**src/rtl/johnson_counter_n.sv**
```systemverilog
// johnson_counter_n
// Parametrised bidirectional Johnson (twisted-ring) counter. The 2*WIDTH
// phases give a glitch-free sequencer. The block also provides parallel load,
// binary phase decode, a registered wrap pulse, and illegal-state detection
// with optional self-correction back to phase 0.
module johnson_counter_n #(
  parameter int WIDTH        = 4,
  parameter bit SELF_CORRECT = 1'b1,
  parameter int PW           = $clog2(2 * WIDTH)
) (
  input  logic             clk,
  input  logic             clear_n,
  input  logic             en,
  input  logic             count_mode,
  input  logic             load,
  input  logic [WIDTH-1:0] load_val,
  output logic [WIDTH-1:0] q_out,
  output logic [PW-1:0]    phase,
  output logic             phase_valid,
  output logic             illegal,
  output logic             wrap
);

  localparam logic [PW-1:0] LAST_PHASE = PW'(2 * WIDTH - 1);

  logic [WIDTH-1:0] q_q, q_d;
  logic             wrap_q, wrap_d;

  logic [WIDTH-1:0] thermo;     // pattern folded so that ones sit at the LSB end
  logic [PW:0]      ones_cnt;   // one extra bit so that 2*WIDTH is representable
  logic [PW:0]      phase_full;
  logic             legal;
  logic             shifting;

  // Phase decode: fold MSB-anchored patterns onto LSB-anchored ones, then
  // check for a contiguous run of ones and count them.
  // NOTE: always_comb assigns every output a default first, so no path can
  // leave a value unassigned and infer a latch.
  always_comb begin
    ones_cnt   = '0;
    thermo     = q_q[WIDTH-1] ? ~q_q : q_q;
    legal      = ((thermo & (thermo + WIDTH'(1))) == '0);
    for (int i = 0; i < WIDTH; i++) begin
      ones_cnt = ones_cnt + (PW + 1)'(q_q[i]);
    end
    phase_full = q_q[WIDTH-1] ? ((PW + 1)'(2 * WIDTH) - ones_cnt) : ones_cnt;
  end

  assign phase_valid = legal;
  assign illegal     = ~legal;
  assign phase       = legal ? phase_full[PW-1:0] : '0;

  // Next state by priority: load, then self-correct, then shift, else hold.
  // wrap is raised only for a real phase move across the 0 / 2*WIDTH-1 boundary.
  always_comb begin
    q_d      = q_q;
    wrap_d   = 1'b0;
    shifting = 1'b0;
    if (load) begin
      q_d = load_val;
    end else if (SELF_CORRECT && !legal) begin
      q_d = '0;
    end else if (en) begin
      shifting = 1'b1;
      if (count_mode) begin
        q_d    = {q_q[WIDTH-2:0], ~q_q[WIDTH-1]};
        wrap_d = legal && (phase_full[PW-1:0] == LAST_PHASE);
      end else begin
        q_d    = {~q_q[0], q_q[WIDTH-1:1]};
        wrap_d = legal && (phase_full[PW-1:0] == '0);
      end
    end
  end

  // State register with synchronous active-low clear.
  // NOTE: sequential state uses non-blocking assignments, so every flop
  // samples the pre-edge values and ordering between blocks does not matter.
  always_ff @(posedge clk) begin
    if (!clear_n) begin
      q_q    <= '0;
      wrap_q <= 1'b0;
    end else begin
      q_q    <= q_d;
      wrap_q <= wrap_d;
    end
  end

  assign q_out = q_q;
  assign wrap  = wrap_q;

endmodule

```
**config.mk**
```make
export PLATFORM = sky130hd
export DESIGN_NAME = johnson_counter_n
export DESIGN_NICKNAME = d
export VERILOG_FILES = /design/src/rtl/johnson_counter_n.sv
export SDC_FILE = /design/constraint.sdc
export NUM_CORES = 1
export LEC_CHECK = 0
export CAP_MARGIN = 15
export CELL_PAD_IN_SITES_DETAIL_PLACEMENT = 0
export CELL_PAD_IN_SITES_GLOBAL_PLACEMENT = 2
export CORE_AREA = 3 3 46 48
export DETAILED_ROUTE_END_ITERATION = 12
export DIE_AREA = 0 0 49 51
export DONT_BUFFER_PORTS = 1
export HOLD_SLACK_MARGIN = 0.03
export PLACE_DENSITY_LB_ADDON = 0.1
export SLEW_MARGIN = 25
export SYNTH_ARGS = -nofsm -noshare
export SYNTH_HDL_FRONTEND = slang
export SYNTH_SLANG_ARGS = --single-unit
export TNS_END_PERCENT = 100
```
**constraint.sdc**
```tcl
create_clock -name clk -period 2.5 [get_ports clk]
set_clock_uncertainty 0.15 [all_clocks]
set_input_delay 0.375 -clock clk [delete_from_list [all_inputs] [get_ports clk]]
set_output_delay 0.375 -clock clk [all_outputs]
set_load 0.03 [all_outputs]
```
==> metrics.cfg <==
[clock_tree]
clk_latency_ps=240
numCtsBuffers=3
cts_tree=yes
cts.sinks=5
clkSlewWorstSetupHoldPaths_ps=40
cts-root-buf=clkbuf_4
ctsHtreeMaxLevel=1
clockBufferDepth=2

[route]
avgRoutedWirePerCell_um=14.4
wl_um=1450
vias_per_cell=4.84
drt_pass1_iterations=2
ant_nets=0
dr.first_iter.drc_count=4
route.detailed.drc=0
via_count=489

[critical_path]
cp.required_ps=1980
path_max_fanout=3
criticalPathCategory=reg -> out
endpoint_kind=output pin
startpoint_type=register
arrival_ps=2260

[global_route]
grt_max_degree=14
grt_pass1_wl_um=2350
antenna_found_initial=0
overflow=0
grt_pass1_vias=495
track_usage=0.127

[die]
core-area_um2=1750
dieArea_um2=2500
rows=15
die_h_um=51
fp.dieW_um=49
io-pin-count=19
start_util=0.262

[logic_synthesis]
yosys.cell_types.count=23
synth_edf_count=0
synth_commonest_cells=6 x nand2_1, 6 x nor2_1, 5 x dfxtp_1
synthArstFlopShare=0
synthDominantCellAreaShare=0.219
synth_seq_area_share=0.219
syn_area_um2=457
netlist_top_cells_area=dfxtp_1 22%, ha_1 8.2%, a221oi_1 7.7%
synth_seq_cells=5
avgSynthCellArea_um2=7.61
yosysWarnings=0
synth_ff_type=dfxtp_1
synth_area_leader_cell=dfxtp_1
syn_nets=73
synthCells=60

[timing]
setup_viol=3
worst_pin_slew_ps=409
clock.fmax_mhz=358
slew_viol_final=0
layout_min_cycle_time_ps=2790
slew_headroom=0.727
fin_crit_sh=1.12
worst_slack_ps=-290
hold_viol=0
rsz0062_at_grt=true

[status]
status=complete, but fails checks
violations=setup timing

[placed_design]
gp_congestion=0.701
dp_hpwl_um=1070
io_buffers=0
place_ws_ps=-161

[layout]
fin_nets=90
synthToLayoutAreaGrowth_pct=55.6
diodes=0
drive_gt1_frac=0.421
fin_util=0.407
fillers=191

[power]
power_uw=447
vdd_ir_drop_max_mv=0.240
p_per_area_nw_per_um2=629
p_leak_uw=0.000284

[hold_path]
min_path_type=in -> reg

[job]
cap_violations=0

-- worst max-delay path, cell delays in order (launching register included) --
cell	delay (ps)
dfxtp_4	340
fa_1	470
ha_2	210
ha_4	280
inv_4	30
ha_4	140
and2b_1	220
xnor2_2	150
nor2_2	60
buf_6	140
-- report_power, final --
| group | switching [uW] | total, uW | internal, uW |
|---|---|---|---|
| Combinational | 147 | 261 | 114 |
| Sequential | 6.05 | 93.1 | 87.0 |
| Clock | 32.7 | 93.0 | 60.3 |
| Total | 186 | 447 | 261 |
-- through the flow --
step           hold WS [ps]  area, um^2  cells  setup TNS [ps]
6_report                133         711    101            -697
3_3_place_gp            298         588     92            -213
2_1_floorplan           369         493     60            -376
3_5_place_dp            299         588     92            -256
4_1_cts                42.3         646     98            -749
5_1_grt                 126         711    101           -1020
-- state kept, by name, indices dropped and copies added (netlist names) --
signal and count:
q_out 4, wrap 1
-- final timing paths --
| kind | start | endpoint | slack [ps] | cells after the start |
|---|---|---|---|---|
| worst max-delay path | q_out[3]$_SDFFE_PN0P_ | phase[2] | -290 | 9 |
| worst max register to register | q_out[3]$_SDFFE_PN0P_ | wrap$_SDFF_PP0_ | -210 | 11 |
| worst min-delay path | load | q_out[1]$_SDFFE_PN0P_ | 130 | 2 |
| worst min register to register | q_out[2]$_SDFFE_PN0P_ | wrap$_SDFF_PP0_ | 640 | 4 |
-- what timing repair did --
| item | 4_1_cts | 5_1_grt |
|---|---|---|
| pin swaps | 4 | 4 |
| gates cloned | 0 | 0 |
| buffers inserted | 2 | 2 |
| hold endpoints to repair | 0 | 1 |
| setup endpoints to repair | 3 | 3 |
| resized for setup | 2 | 7 |
| hold buffers | 0 | 1 |
-- area by class of cell --
cell class | count | area [um^2] | area share
Timing Repair Buffer | 15 | 123 | 0.173
Clock buffer | 4 | 26.3 | 0.0370
Inverter | 4 | 17.5 | 0.0246
Tap cell | 25 | 31.3 | 0.0440
Sequential cell | 5 | 111 | 0.157
Multi-Input combinational cell | 48 | 402 | 0.565
-- cells in the final DEF (no fill, tap or decap), drive strengths merged --
cell type    count
a2111oi          1
a211o            1
a21oi            2
a221oi           4
and2             1
and2b            1
buf             14
clkbuf           4
dfxtp            5
dlygate4sd3      1
fa               1
ha               3
inv              4
mux2i            3
nand2            7
nand3            3
nand4b           2
nor2             6
nor2b            4
nor3             4
o21ai            3
or3              1
xnor2            1
-- routing by layer --
| metal | routed length (um) | vias up | GRT usage | share of wire |
|---|---|---|---|---|
| met5 | 0 | - | 0 | 0 |
| met4 | 0 | 0 | 0.0284 | 0 |
| met3 | 91 | 0 | 0.0641 | 0.063 |
| met2 | 715 | 19 | 0.215 | 0.49 |
| met1 | 645 | 224 | 0.143 | 0.44 |
| li1 | - | 246 | - | - |
-- kinds of logic (layout without fill, tap and decap cells) --
kind of cell | after synthesis | after routing | synth area share
flops | 5 | 5 | 0.219
xor+xnor | 1 | 1 | 0.0192
fa+ha+maj | 4 | 4 | 0.126
compound gates | 11 | 11 | 0.184
buf+inv | 7 | 23 | 0.0575
mux | 3 | 3 | 0.0658
simple gates | 29 | 29 | 0.329
No activity file was read; power rests on OpenSTA's default activity.
